<file path="config.mk">
export PLATFORM = sky130hd
export DESIGN_NAME = uart_tx_frame_gen_flat
export DESIGN_NICKNAME = d
export VERILOG_FILES = /design/src/rtl/uart_tx_frame_gen_if.sv /design/src/rtl/uart_tx_frame_gen.sv /design/src/flat_wrapper.sv
export SDC_FILE = /design/constraint.sdc
export NUM_CORES = 1
export LEC_CHECK = 0
export CAP_MARGIN = 5
export CORE_MARGIN = 4
export CORE_UTILIZATION = 61
export CTS_CLUSTER_SIZE = 25
export DETAILED_ROUTE_END_ITERATION = 10
export GPL_ROUTABILITY_DRIVEN = 0
export PLACE_DENSITY = 0.83
export REMOVE_ABC_BUFFERS = 1
export SETUP_SLACK_MARGIN = 0.2
export SLEW_MARGIN = 40
export SYNTH_ARGS = -nofsm -noshare
export SYNTH_HDL_FRONTEND = slang
export SYNTH_SLANG_ARGS = --single-unit
export TNS_END_PERCENT = 50
</file>
<file path="constraint.sdc">
create_clock -name clk_ref -period 9.1 [get_ports clk_ref]
set_input_delay 2.73 -clock clk_ref [delete_from_list [all_inputs] [get_ports clk_ref]]
set_output_delay 2.73 -clock clk_ref [all_outputs]
set_load 0.02 [all_outputs]
</file>
<file path="src/rtl/uart_tx_frame_gen_if.sv">
// Byte handshake between the frame generator and the UART transmitter.
// The frame generator drives data/enable; the UART returns a byte-done pulse.
interface uart_tx_frame_gen_if;
   logic [7:0] o_tx_dat;
   logic       o_tx_en;
   logic       i_tx_over;

   modport master (output o_tx_dat, output o_tx_en, input  i_tx_over);
   modport slave  (input  o_tx_dat, input  o_tx_en, output i_tx_over);
endinterface

</file>
<file path="src/rtl/uart_tx_frame_gen.sv">
// Periodic frame source for a UART transmitter: HEADER, SEQ, PAY_LEN payload, CHECKSUM.
// One byte in flight at a time, with a per-byte watchdog on the UART's done pulse.
module uart_tx_frame_gen #(
   parameter int unsigned PERIOD  = 2000,
   parameter int unsigned PAY_LEN = 4,
   parameter logic [7:0]  HEADER  = 8'hA5,
   parameter int unsigned TIMEOUT = 20000
) (
   input  logic                clk_ref,
   input  logic                rst_n,
   input  logic                i_start_en,
   input  logic                i_err_clr,
   uart_tx_frame_gen_if.master tx,
   output logic                o_busy,
   output logic                o_frame_done,
   output logic                o_timeout_err
);
   localparam int GW = $clog2(PERIOD);
   localparam int TW = $clog2(TIMEOUT);
   localparam logic [GW-1:0] GAP_END  = GW'(PERIOD - 1);
   localparam logic [TW-1:0] TMO_END  = TW'(TIMEOUT - 1);
   localparam logic [8:0]    LAST_IDX = 9'(PAY_LEN + 2);

   typedef enum logic [2:0] {IDLE, GAP, SEND, WAIT, DONE} state_t;

   state_t        state, state_nxt;
   logic [GW-1:0] gap_cnt, gap_nxt;
   logic [TW-1:0] tmo_cnt, tmo_nxt, tmo_inc;
   logic [8:0]    idx, idx_nxt;
   logic [7:0]    seq, seq_nxt;
   logic [7:0]    chk, chk_nxt;
   logic [7:0]    dat_nxt;
   logic          err_nxt;
   logic          load;

   assign tmo_inc = tmo_cnt + 1'b1;

   always_comb begin
      state_nxt = state;
      gap_nxt   = gap_cnt;
      tmo_nxt   = tmo_cnt;
      idx_nxt   = idx;
      seq_nxt   = seq;
      chk_nxt   = chk;
      dat_nxt   = tx.o_tx_dat;
      err_nxt   = o_timeout_err;
      load      = 1'b0;

      // clear first so a same-clock expiry below overrides it
      if (i_err_clr) err_nxt = 1'b0;

      case (state)
         IDLE: begin
            gap_nxt = '0;
            if (i_start_en) state_nxt = GAP;
         end
         GAP: begin
            if (!i_start_en) begin
               state_nxt = IDLE;
               gap_nxt   = '0;
            end else if (gap_cnt == GAP_END) begin
               state_nxt = SEND;
               gap_nxt   = '0;
               idx_nxt   = '0;
               load      = 1'b1;
            end else begin
               gap_nxt = gap_cnt + 1'b1;
            end
         end
         SEND: begin
            state_nxt = WAIT;
            tmo_nxt   = '0;
         end
         WAIT: begin
            tmo_nxt = tmo_inc;
            // byte-done takes priority over a watchdog expiry in the same clock
            if (tx.i_tx_over) begin
               if (idx == LAST_IDX) begin
                  state_nxt = DONE;
               end else begin
                  state_nxt = SEND;
                  idx_nxt   = idx + 1'b1;
                  load      = 1'b1;
               end
            end else if (tmo_inc == TMO_END) begin
               state_nxt = IDLE;
               tmo_nxt   = '0;
               err_nxt   = 1'b1;
            end
         end
         DONE: begin
            state_nxt = IDLE;
            seq_nxt   = seq + 8'd1;
         end
         default: state_nxt = IDLE;
      endcase

      // pick the byte for the upcoming SEND and fold it into the running checksum
      if (load) begin
         if (idx_nxt == 9'd0) begin
            dat_nxt = HEADER;
            chk_nxt = '0;
         end else if (idx_nxt == LAST_IDX) begin
            dat_nxt = chk;
         end else begin
            dat_nxt = (idx_nxt == 9'd1) ? seq : seq + idx_nxt[7:0] - 8'd2;
            chk_nxt = chk + dat_nxt;
         end
      end
   end

   always_ff @(posedge clk_ref) begin
      if (!rst_n) begin
         state         <= IDLE;
         gap_cnt       <= '0;
         tmo_cnt       <= '0;
         idx           <= '0;
         seq           <= '0;
         chk           <= '0;
         tx.o_tx_dat   <= '0;
         tx.o_tx_en    <= 1'b0;
         o_busy        <= 1'b0;
         o_frame_done  <= 1'b0;
         o_timeout_err <= 1'b0;
      end else begin
         state         <= state_nxt;
         gap_cnt       <= gap_nxt;
         tmo_cnt       <= tmo_nxt;
         idx           <= idx_nxt;
         seq           <= seq_nxt;
         chk           <= chk_nxt;
         tx.o_tx_dat   <= dat_nxt;
         tx.o_tx_en    <= (state_nxt == SEND);
         o_busy        <= (state_nxt == SEND) || (state_nxt == WAIT) || (state_nxt == DONE);
         o_frame_done  <= (state_nxt == DONE);
         o_timeout_err <= err_nxt;
      end
   end
endmodule

</file>
<file path="src/flat_wrapper.sv">
// flat-port wrapper written by rule: the top's interface ports become plain ports
module uart_tx_frame_gen_flat 
#(
   parameter int unsigned PERIOD  = 2000,
   parameter int unsigned PAY_LEN = 4,
   parameter logic [7:0]  HEADER  = 8'hA5,
   parameter int unsigned TIMEOUT = 20000
)
  (clk_ref, rst_n, i_start_en, i_err_clr, o_busy, o_frame_done, o_timeout_err, tx_o_tx_dat, tx_o_tx_en, tx_i_tx_over);
  uart_tx_frame_gen_if tx_i ();
  input  logic clk_ref;
  input  logic rst_n;
  input  logic i_start_en;
  input  logic i_err_clr;
  output logic o_busy;
  output logic o_frame_done;
  output logic o_timeout_err;
  output wire logic [$bits(tx_i.o_tx_dat)-1:0] tx_o_tx_dat;
  output wire logic [$bits(tx_i.o_tx_en)-1:0] tx_o_tx_en;
  input wire logic [$bits(tx_i.i_tx_over)-1:0] tx_i_tx_over;
  assign tx_o_tx_dat = tx_i.o_tx_dat;
  assign tx_o_tx_en = tx_i.o_tx_en;
  assign tx_i.i_tx_over = tx_i_tx_over;
  uart_tx_frame_gen #(.PERIOD(PERIOD), .PAY_LEN(PAY_LEN), .HEADER(HEADER), .TIMEOUT(TIMEOUT)) u_core (.clk_ref(clk_ref), .rst_n(rst_n), .i_start_en(i_start_en), .i_err_clr(i_err_clr), .tx(tx_i), .o_busy(o_busy), .o_frame_done(o_frame_done), .o_timeout_err(o_timeout_err));
endmodule
</file>
=== Yosys cells after proc, flatten, opt, wreduce, memory -nomap -nowiden ===
Cells that the tools add are included.
Widths: inputs -> output; s select.

* Bits in latches: 0
* Register bits: 66
* Memories kept: 0
* RAM bits: 0
* Word-level logic and storage cells: 70
* Input port bits: 5
* Bits in read-only memories: 0

* Reductions and logical operators: 7
* Shifts and indexed selects: 0
* Mux-type cells: 32
* Equality and inequality tests: 13
* Bitwise operators: 0
* Add/subtract/negate cells: 7
* $mul: 0
* $lt $le $gt $ge: 0
* Divide/modulo/power cells: 0

{| class="wikitable"
|+ Operator list
! kind !! number
|-
| $mux 8 || 5
|-
| $mux 9 || 4
|-
| $mux 15 || 2
|-
| $pmux 15 s2 || 1
|-
| $mux 11 || 2
|-
| $pmux 11 s2 || 1
|-
| $eq 9x3->1 const B || 2
|-
| $mux 3 || 6
|-
| $pmux 9 s2 || 1
|-
| $add 8x8->8 || 2
|-
| $add 15x1->15 const B || 1
|-
| $eq 15x15->1 const B || 1
|-
| $eq 3x2->1 const B || 4
|-
| $pmux 3 s4 || 1
|-
| $add 11x1->11 const B || 1
|-
| $eq 11x11->1 const B || 1
|-
| $add 9x1->9 const B || 1
|-
| $eq 9x1->1 const B || 1
|-
| $logic_not 9->1 || 1
|-
| $add 8x1->8 const B || 1
|-
| $mux 1 || 8
|-
| $sub 8x2->8 const B || 1
|-
| $eq 3x3->1 const B || 2
|-
| $reduce_bool 2->1 || 2
|-
| 6 further kinds || 7
|}

=== Longest topological paths before layout ===
Gate-level depths: netlist (run 1).

* Depth in word-level cells: 10
* Depth in mapped cells: 23

=== Least setup slack after synthesis (run 1) ===
No wires, ideal clock.

* Path type: input to register
* Start: input i_start_en
* End: register u_core.chk[7]
* Arrival: 6.354 ns
* Stages: 20
* Path buffers: 0
* Slack: 2.624 ns
* Path through: nand4bb_1 or4_1 and2_1 o2bb2ai_1 inv_1 ha_1 inv_1 ha_1 a21o_1 a21oi_1 o21bai_1 a21oi_1 xor2_1 o21ai_0 ha_1 nand2_1 o21ai_0 xor3_1 and4b_1 a311o_1

* Cells in the longest elaborated chain, start to end: 8
* Elaborated cells on any way between the ends: 15

{| class="wikitable"
|+ RTL lines
! what !! RTL line !! source
|-
| from (decl) || flat_wrapper.sv:13 || <nowiki>input logic i_start_en;</nowiki>
|-
| $mux 9 || uart_tx_frame_gen.sv:58 || <nowiki>if (!i_start_en) begin</nowiki>
|-
| $pmux 9 s2 || uart_tx_frame_gen.sv:52 || <nowiki>case (state)</nowiki>
|-
| $add 8x8->8 || uart_tx_frame_gen.sv:106 || <nowiki>dat_nxt = (idx_nxt == 9'd1) ? seq : seq + idx_nxt[7:0] - 8'd2;</nowiki>
|-
| $sub 8x2->8 || uart_tx_frame_gen.sv:106 ||
|-
| $mux 8 || uart_tx_frame_gen.sv:106 ||
|-
| $add 8x8->8 || uart_tx_frame_gen.sv:107 || <nowiki>chk_nxt = chk + dat_nxt;</nowiki>
|-
| $mux 8 || uart_tx_frame_gen.sv:103 || <nowiki>end else if (idx_nxt == LAST_IDX) begin</nowiki>
|-
| $mux 8 || uart_tx_frame_gen.sv:100 || <nowiki>if (idx_nxt == 9'd0) begin</nowiki>
|-
| to (signal assigned) || uart_tx_frame_gen.sv:131 || <nowiki>chk <= chk_nxt;</nowiki>
|-
| to (decl) || uart_tx_frame_gen.sv:31 || <nowiki>logic [7:0] chk, chk_nxt;</nowiki>
|}

Several ways; a longest one is shown, not always the timed one. The select of a mux whose other input is x is not followed.
A chain may end at the register's enable or synchronous reset.

=== Worst setup path after layout (run 1) ===
Ends and elaborated chain as after synthesis.

==> impl_metrics.py, run 1 <==
metrics = {
    "run_status": {
        "status": "completed",
    },
    "global_routing": {
        "grt_pass1_vias": 3359,
        "grt_util_all_layers_pct": 23.6,
        "grt_antenna_before_repair": 0,
        "grt_max_degree": 28,
        "overflow": 0,
        "grt_pass1_wl_um": 14900,
    },
    "clock_tree": {
        "cts_hold_buf": 0,
        "clock_sinks": 66,
        "clockBufferDepth": 2,
        "post_cts_buffers": 0,
        "post_cts_resized": 0,
        "worstSkewPairLatency_ps": 350,
        "clk_pin_slew_worst_paths_ps": 70,
        "cts_max_level": 3,
        "cts_root_buf": "clkbuf_8",
        "cts_tree": "done",
        "cts_made_buffers": 9,
    },
    "cells_and_area": {
        "stdcell_count": 598,
        "final_common_cell": "dfxtp_1",
        "num_antenna_cells": 0,
        "post-route-util_pct": 70.0,
        "postLayoutCellArea_um2": 4490,
        "drive_gt1_share_pct": 6.53,
        "final_nets": 548,
        "syn_to_final_growth_pct": 10.5,
        "layout_common_cells": "66 x dfxtp_1, 63 x nor2_1, 39 x nand2_1",
    },
    "setup_path": {
        "crit_fanout": 13,
        "endpoint_kind": "register",
        "worst_path_largest_cell_delay_ps": 720,
        "crit_path_top_delay_cell": "or4_1",
        "crit_type": "in2reg",
        "critPathRequiredTime_ps": 9340,
        "critical_path.cell_chain": "clkdlybuf4s50_1 > nand4bb_1 > or4_1 > and2_1 > o2bb2ai_1 > inv_1 > ha_1 > inv_1 > ha_1 > a21o_1 > a21oi_1 > o21bai_1 > a21oi_1 > xor2_1 > o21ai_0 > ha_1 > nand2_1 > o21ai_0 > xor3_1 > and4b_1 > a311o_1",
        "startpoint_type": "input pin",
        "cp.arrival_ps": 7640,
        "cp_num_buf_inv": 3,
        "crit_path_frequent_cell": "ha_1",
        "critPathTopFamily": "compound AO/OA/AOI/OAI gates",
    },
    "sta": {
        "min_period_ps": 7400,
        "worstMarginPinSlew_ps": 716,
        "whs_ps": 459,
        "hold_viol_final": 0,
        "fin_setup_tns_ps": 0,
        "rsz0062_at_grt": "no",
        "fin_crit_sh_pct": 81.3,
        "fmax_mhz": 135,
        "maxSlewHeadroom_pct": 52.0,
        "setup_viol": 0,
        "fin_ws_ps": 1700,
        "finClkSkew_ps": 15.2,
        "slew_violations": 0,
    },
    "synth": {
        "synth_edf_count": 0,
        "netlist_area_um2": 4070,
        "netlist_instances": 507,
        "yosysWarnings": 0,
        "synthFlopType": "dfxtp_1",
        "ys_seq_area_share_pct": 32.5,
        "yosys.cell_types.count": 57,
        "async_reset_ff_share_pct": 0,
        "ys_ff_latch": 66,
        "synth.avg_cell_area_um2": 8.02,
    },
    "detailed_routing": {
        "ant_nets": 0,
        "drc": 0,
        "vias": 3583,
        "firstDrtPassIters": 5,
        "via_per_inst": 5.99,
        "post_drt_wl_per_cell_um": 14.6,
        "drt_wl_total_um": 8740,
        "first_iter_violations": 218,
    },
    "floorplanning": {
        "start_util_pct": 63.3,
        "rows": 29,
        "coreArea_um2": 6420,
        "pin_count": 17,
        "dieArea_um2": 8040,
        "die_h_um": 89.6,
        "chipWidth_um": 89.6,
    },
    "power_and_ir_drop": {
        "combPwrFrac_pct": 1.6,
        "clkPwrFrac_pct": 48.1,
        "peakVddDrop_uv": 100,
        "p_leak_nw": 1.76,
        "p_sw_share_pct": 21.2,
        "p_switching_uw": 122,
        "total_power_uw": 576,
        "p_per_area_nw_per_um2": 128,
        "power.internal_uw": 454,
        "seqPwrFrac_pct": 50.3,
    },
    "worst_hold_path": {
        "hold_path.class": "reg2reg",
    },
    "placement": {
        "dp_cells": 582,
        "preCtsSetupSlack_ps": 1400,
        "dp_hpwl_um": 6340,
        "portBuffers": 16,
        "placedInstanceArea_um2": 4260,
    },
    "run": {
        "maxCapViolations": 0,
    },
}
==> Yosys cell counts, types with 2 or more instances <==
cell type / instances / area [µm²]
nor2_1: 63 / 236
o21bai_1: 3 / 22.5
nor2b_1: 4 / 25.0
and2_1: 3 / 18.8
a22oi_1: 6 / 45.0
clkbuf_1: 16 / 60.1
and4b_1: 2 / 20.0
or3_1: 3 / 18.8
or2_2: 4 / 25.0
nand4b_1: 2 / 17.5
dfxtp_1: 66 / 1320
nand3_1: 20 / 100
o41ai_1: 3 / 26.3
and3_1: 7 / 43.8
inv_1: 37 / 139
nand2_1: 39 / 146
nand3b_1: 2 / 15.0
xor2_1: 14 / 123
nand2b_1: 9 / 56.3
o31ai_1: 5 / 37.5
a21o_1: 6 / 45.0
nand4_1: 9 / 56.3
a21oi_1: 26 / 130
ha_1: 25 / 313
nor3_1: 8 / 40.0
a22o_1: 4 / 35.0
buf_2: 3 / 15.0
nor4b_1: 3 / 26.3
fa_1: 2 / 40.0
o21ai_0: 35 / 175
nor4_1: 8 / 50.1
or4b_2: 2 / 20.0
mux2i_1: 10 / 100
o22ai_1: 2 / 12.5
a31oi_1: 4 / 25.0
nand4bb_1: 2 / 22.5
o21a_1: 7 / 52.6
mux2_2: 3 / 33.8
xnor2_1: 21 / 184
or4_1: 2 / 15.0
==> area by class of cell <==
class,count,area [µm²]
tap,77,96.3
inverter,37,139
timing repair buffer,17,168
clock buffer,10,138
fill,520,1930
sequential,66,1320
multi-input combinational,385,2540
clock inverter,6,90.1
==> per-layer routing <==
metal  GRT usage [%]  part of all wire [%]
met5               0                     0
met4            5.95                   1.5
met3            6.20                   4.2
met2            41.4                    49
met1            28.6                    45
==> tightest hold or removal path: cells and delay by family (launching register included) <==
family / cells / cell delay (ps)
AO/OA/AOI/OAI: 1 / 60
AND/OR/NAND/NOR: 1 / 40
flip-flops: 1 / 330
==> sequential cells by signal, indices dropped and copies added (netlist names) <==
| signal | cells |
|---|---|
| u_core.o_busy | 1 |
| u_core.tx.o_tx_en | 1 |
| u_core.tx.o_tx_dat | 8 |
| u_core.seq | 8 |
| u_core.o_timeout_err | 1 |
| u_core.tmo_cnt | 15 |
| u_core.chk | 8 |
| u_core.state | 3 |
| u_core.o_frame_done | 1 |
| u_core.idx | 9 |
| u_core.gap_cnt | 11 |
==> power by group through the flow <==
stage | logic [mW] | clock network, mW | registers, mW
after detailed placement | 0.00925 | 0 | 0.296
after CTS | 0.00939 | 0.281 | 0.290
after global routing | 0.0101 | 0.296 | 0.290
after floorplan | 0.00390 | 0 | 0.296
after global placement | 0.00882 | 0 | 0.296
final | 0.00924 | 0.277 | 0.290
==> worst paths after layout <==
path	from	endpoint	slack, ps	cells after the start
worst min-delay path	u_core.tx.o_tx_dat[1]	u_core.tx.o_tx_dat[1]	460	2
worst max register to register	u_core.idx[1]	u_core.chk[7]	3900	21
worst min register to register	u_core.tx.o_tx_dat[1]	u_core.tx.o_tx_dat[1]	460	2
worst max-delay path	i_start_en	u_core.chk[7]	1700	21
==> logic make-up after synthesis <==
group / count (synthesis) / share of synthesized area, %
adder cells (fa/ha/maj): 27 / 8.68
AO/OA/AOI/OAI: 110 / 17.0
XOR/XNOR: 36 / 8.12
multiplexers: 13 / 3.29
flip-flops: 66 / 32.5
buffers and inverters: 56 / 5.26
AND/OR/NAND/NOR: 199 / 25.2
Power figures use the tool's default switching activity.
==> run 2, diff against run 1 <==
==> constraint.sdc (replaced) <==
create_clock -name clk_ref -period 7 [get_ports clk_ref]
set_input_delay 2.1 -clock clk_ref [delete_from_list [all_inputs] [get_ports clk_ref]]
set_output_delay 2.1 -clock clk_ref [all_outputs]
set_load 0.02 [all_outputs]
==> impl_metrics.py, run 2 (synthesized netlist as in run 1, its figures left out) <==
metrics = {
    "global_routing": {
        "grt_pass1_wl_um": 15200,
        "grt_pass1_vias": 3487,
        "grt_antenna_before_repair": 0,
        "overflow": 0,
        "grt_max_degree": 28,
        "grt_util_all_layers_pct": 24.1,
    },
    "detailed_routing": {
        "via_per_inst": 6.02,
        "vias": 3616,
        "first_iter_violations": 187,
        "ant_nets": 0,
        "firstDrtPassIters": 5,
        "drt_wl_total_um": 8900,
        "drc": 0,
        "post_drt_wl_per_cell_um": 14.8,
    },
    "sta": {
        "setup_viol": 0,
        "maxSlewHeadroom_pct": 51.2,
        "rsz0062_at_grt": "no",
        "finClkSkew_ps": 9.27,
        "fin_setup_tns_ps": 0,
        "fmax_mhz": 156,
        "fin_ws_ps": 581,
        "slew_violations": 0,
        "worstMarginPinSlew_ps": 722,
        "min_period_ps": 6420,
        "fin_crit_sh_pct": 91.7,
        "hold_viol_final": 0,
    },
    "power_and_ir_drop": {
        "p_per_area_nw_per_um2": 165,
        "p_leak_nw": 1.77,
        "peakVddDrop_uv": 134,
    },
    "worst_hold_path": {
        "hold_path_depth": 2,
        "hold_path.class": "reg2reg",
        "hold_start": "u_core.tx.o_tx_dat[1]",
    },
    "floorplanning": {
        "rows": 29,
        "coreArea_um2": 6420,
        "chipWidth_um": 89.6,
        "die_h_um": 89.6,
        "dieArea_um2": 8040,
        "pin_count": 17,
        "start_util_pct": 63.3,
    },
    "clock_tree": {
        "cts_tree": "done",
        "worstSkewPairLatency_ps": 350,
        "clockBufferDepth": 2,
        "cts_max_level": 3,
        "clk_pin_slew_worst_paths_ps": 70,
        "clock_sinks": 66,
        "cts_root_buf": "clkbuf_8",
        "cts_hold_buf": 0,
        "cts_made_buffers": 9,
    },
    "setup_path": {
        "ff2ff_setup_slack_ps": 1930,
        "crit_path_frequent_cell": "inv_1",
        "crit_type": "in2reg",
        "cp.arrival_ps": 6660,
        "crit_path_top_delay_cell": "or4_1",
        "endpoint": "u_core.chk[7]",
        "critical_path.cell_chain": "clkdlybuf4s50_1 > nand4bb_1 > or4_1 > and2_1 > o2bb2ai_1 > inv_1 > ha_1 > inv_1 > ha_1 > inv_1 > fa_1 > xor2_1 > o21ai_0 > ha_1 > inv_1 > o21bai_1 > a21oi_1 > o21ai_0 > xor3_1 > and4b_1 > a311o_1",
        "endpoint_kind": "register",
        "worst_path_largest_cell_delay_ps": 540,
        "r2r_end": "u_core.chk[7]",
        "critPathRequiredTime_ps": 7240,
        "r2r.worst_path.cells": 21,
        "r2r_start": "u_core.idx[1]",
        "crit_fanout": 4,
        "startpoint_type": "input pin",
        "startpoint": "i_start_en",
    },
    "cells_and_area": {
        "num_antenna_cells": 0,
        "stdcell_count": 601,
        "fillCellCount": 521,
        "largest_registers": "u_core.tmo_cnt x15, u_core.gap_cnt x11, u_core.idx x9",
        "drive_gt1_share_pct": 6.87,
        "syn_to_final_growth_pct": 10.8,
        "final_common_cell": "dfxtp_1",
        "final_nets": 551,
        "regMostFlops": "u_core.tmo_cnt",
        "layout_common_cells": "66 x dfxtp_1, 63 x nor2_1, 39 x nand2_1",
        "largest_reg_flops": 15,
    },
    "run": {
        "maxCapViolations": 0,
    },
    "placement": {
        "portBuffers": 16,
        "preCtsSetupSlack_ps": 195,
        "dp_cells": 585,
        "dp_hpwl_um": 6410,
    },
    "run_status": {
        "status": "completed",
    },
}
## run 2: cell types whose count changed in the layout (fill, tap and decap cells not counted)
cell | before | now
buf_4 | 1 | 4
clkinv_4 | 2 | 0
clkbuf_1 | 0 | 1
clkinv_2 | 1 | 2
o21ai_0 | 35 | 34
o21ai_1 | 0 | 1
## run 2: worst max-delay path, delay by kind of cell
family / cells / cell delay, ps
AO/OA/AOI/OAI: 6 / 1120
XOR/XNOR: 2 / 370
AND/OR/NAND/NOR: 4 / 1100
buffers and inverters: 5 / 820
adder cells (fa/ha/maj): 4 / 1140
## run 2: timing repair
item	CTS	global route
setup endpoints to repair	0	1
resized for setup	0	1
setup buffers	0	0
## run 2: metrics by stage
| stage | util (%) | area, µm² | hold WS [ps] | power (mW) |
|---|---|---|---|---|
| after floorplan | - | 3990 | 460 | 0.390 |
| after global placement | 66.6 | 4280 | 438 | 0.397 |
| after detailed placement | 66.7 | 4280 | 448 | 0.397 |
| after CTS | 70.1 | 4500 | 465 | 0.752 |
| after global routing | 70.2 | 4510 | 489 | 0.767 |
| final | 70.2 | 4510 | 461 | 0.743 |
## run 2: worst min path at each step
stage | end | slack (ps)
after global routing | u_core.tx.o_tx_dat[6] | 490
after global placement | u_core.tx.o_tx_dat[1] | 440
after CTS | u_core.tx.o_tx_dat[1] | 460
final | u_core.tx.o_tx_dat[1] | 460
after detailed placement | u_core.tx.o_tx_dat[1] | 450
after floorplan | u_core.tmo_cnt[4] | 460
## run 2: cell type report
cell class	count	area (µm²)	share of cell area, %
Multi-Input combinational cell	385	2540	56.4
Sequential cell	66	1320	29.3
Timing Repair Buffer	20	190	4.22
Clock buffer	11	141	3.14
Inverter	37	139	3.08
Tap cell	77	96.3	2.14
Clock inverter	5	77.6	1.72
## run 2: where the power goes
group	switching, mW	internal, mW	total (mW)
combinational	0.00828	0.00385	0.0121
clock	0.145	0.209	0.355
sequential	0.00104	0.376	0.377
## run 2: per-layer routing
metal	global-route usage [%]	up-vias	routed length, µm
met1	28.8	1688	4020
met4	8.80	0	204
met5	0	-	0
met3	6.48	24	420
met2	41.3	95	4260
li1	-	1809	-
==> run 3, diff against run 2 <==
--- a/config.mk
+++ b/config.mk
@@ -8,9 +8,11 @@
 export CAP_MARGIN = 5
 export CORE_MARGIN = 4
 export CORE_UTILIZATION = 61
+export CTS_CLUSTER_DIAMETER = 30
 export CTS_CLUSTER_SIZE = 25
 export DETAILED_ROUTE_END_ITERATION = 10
 export GPL_ROUTABILITY_DRIVEN = 0
+export GPL_TIMING_DRIVEN = 0
 export PLACE_DENSITY = 0.83
 export REMOVE_ABC_BUFFERS = 1
 export SETUP_SLACK_MARGIN = 0.2
==> impl_metrics.py, run 3 (synthesized netlist as in run 1, its figures left out) <==
metrics = {
    "run_status": {
        "status": "completed",
    },
    "power_and_ir_drop": {
        "p_leak_nw": 1.75,
        "peakVddDrop_uv": 207,
        "total_power_uw": 707,
        "p_per_area_nw_per_um2": 158,
    },
    "global_routing": {
        "grt_antenna_before_repair": 0,
        "grt_util_all_layers_pct": 24.0,
        "grt_pass1_wl_um": 15300,
        "overflow": 0,
        "grt_pass1_vias": 3423,
        "grt_max_degree": 34,
    },
    "sta": {
        "rsz0062_at_grt": "no",
        "fin_setup_tns_ps": 0,
        "fin_ws_ps": 490,
        "fin_crit_sh_pct": 93.0,
        "setup_viol": 0,
        "min_period_ps": 6510,
        "maxSlewHeadroom_pct": 51.3,
        "slew_violations": 0,
        "worstMarginPinSlew_ps": 720,
        "finClkSkew_ps": 9.13,
        "fmax_mhz": 154,
        "whs_ps": 467,
        "hold_viol_final": 0,
    },
    "setup_path": {
        "r2r.worst_path.cells": 22,
        "crit_fanout": 13,
        "r2r_start": "u_core.idx[1]",
        "critical_path.cell_chain": "clkdlybuf4s50_1 > nand4bb_1 > or4_4 > and2_1 > a21oi_2 > inv_1 > ha_1 > ha_1 > inv_1 > fa_1 > inv_1 > a21o_1 > a21oi_1 > xnor2_1 > o21ai_0 > ha_1 > nand2_1 > o21ai_0 > xor3_1 > and4b_1 > a311o_1",
        "r2r_end": "u_core.chk[7]",
        "startpoint": "i_start_en",
        "startpoint_type": "input pin",
        "critPathRequiredTime_ps": 7230,
        "endpoint_kind": "register",
        "worst_path_largest_cell_delay_ps": 530,
        "cp_num_buf_inv": 4,
        "cp.depth": 21,
        "crit_path_top_delay_cell": "or4_4",
        "ff2ff_setup_slack_ps": 1880,
        "crit_type": "in2reg",
        "cp.arrival_ps": 6740,
        "critPathTopFamily": "compound AO/OA/AOI/OAI gates",
    },
    "cells_and_area": {
        "stdcell_count": 596,
        "syn_to_final_growth_pct": 9.78,
        "final_nets": 548,
        "post-route-util_pct": 69.5,
        "largest_reg_flops": 15,
        "num_antenna_cells": 0,
        "postLayoutCellArea_um2": 4460,
        "largest_registers": "u_core.tmo_cnt x15, u_core.gap_cnt x11, u_core.idx x9",
        "final_common_cell": "dfxtp_1",
        "layout_common_cells": "66 x dfxtp_1, 63 x nor2_1, 39 x nand2_1",
        "drive_gt1_share_pct": 6.74,
        "regMostFlops": "u_core.tmo_cnt",
    },
    "detailed_routing": {
        "via_per_inst": 6.00,
        "first_iter_violations": 270,
        "vias": 3575,
        "post_drt_wl_per_cell_um": 14.8,
        "firstDrtPassIters": 5,
        "drt_wl_total_um": 8840,
        "ant_nets": 0,
        "drc": 0,
    },
    "clock_tree": {
        "clockBufferDepth": 2,
        "clock_sinks": 66,
        "cts_hold_buf": 0,
        "worstSkewPairLatency_ps": 350,
        "cts_root_buf": "clkbuf_8",
        "cts_tree": "done",
        "clk_pin_slew_worst_paths_ps": 60,
        "cts_made_buffers": 9,
        "cts_max_level": 3,
    },
    "worst_hold_path": {
        "hold_path_end": "u_core.tx.o_tx_dat[4]",
        "hold_path.class": "reg2reg",
        "hold_path_depth": 2,
        "hold_start": "u_core.tx.o_tx_dat[4]",
    },
    "floorplanning": {
        "rows": 29,
        "die_h_um": 89.6,
        "pin_count": 17,
        "dieArea_um2": 8040,
        "start_util_pct": 63.3,
        "coreArea_um2": 6420,
        "chipWidth_um": 89.6,
    },
    "run": {
        "maxCapViolations": 0,
    },
    "placement": {
        "dp_cells": 581,
        "preCtsSetupSlack_ps": -141,
        "portBuffers": 16,
        "dp_hpwl_um": 6230,
        "placedInstanceArea_um2": 4250,
    },
}
run 3: repair_timing:
| item | 4_1_cts | 5_1_grt |
|---|---|---|
| endpoints found under the setup margin | 1 | 1 |
| cloned | 0 | 0 |
| endpoints found under the hold margin | 0 | 0 |
| gates resized for setup | 1 | 2 |
| pin swaps | 0 | 2 |
| setup buffers | 0 | 1 |
run 3: power by group:
| group | switching, mW | internal, mW | leakage [nW] |
|---|---|---|---|
| Sequential | 0.000955 | 0.376 | 0.532 |
| Clock | 0.140 | 0.179 | 0.101 |
| Combinational | 0.00811 | 0.00350 | 1.11 |
run 3: area by class of cell:
class	instances	area (µm²)
inverters	37	139
multi-input cells	385	2550
clock buffers	11	151
well taps	77	96.3
repair buffers	17	168
clock inverters	3	40.0
flip-flops and latches	66	1320
fillers	511	1960
run 3: how the worst max path moves through the flow:
| stage | endpoint |
|---|---|
| 3_5_place_dp | u_core.chk[7] |
| 5_1_grt | u_core.chk[7] |
| 2_1_floorplan | u_core.chk[7] |
| 6_report | u_core.chk[7] |
| 3_3_place_gp | u_core.chk[7] |
| 4_1_cts | u_core.chk[7] |
run 3: layer usage:
layer,GRT usage (%),wire length [µm],up-vias,share of wire (%)
met5,0,0,-,0
met2,40.7,4350,85,49
li1,-,-,1800,-
met3,5.93,375,21,4.2
met1,29.9,3930,1669,44
met4,7.58,189,0,2.1
run 3: worst reg2reg max path, delay by kind of cell, from the launching register on:
family	cells	cell delay [ps]
compound gates	7	1490
fa+ha+maj	5	1240
simple gates	4	1160
xor+xnor	2	430
flops	1	420
buf+inv	4	260
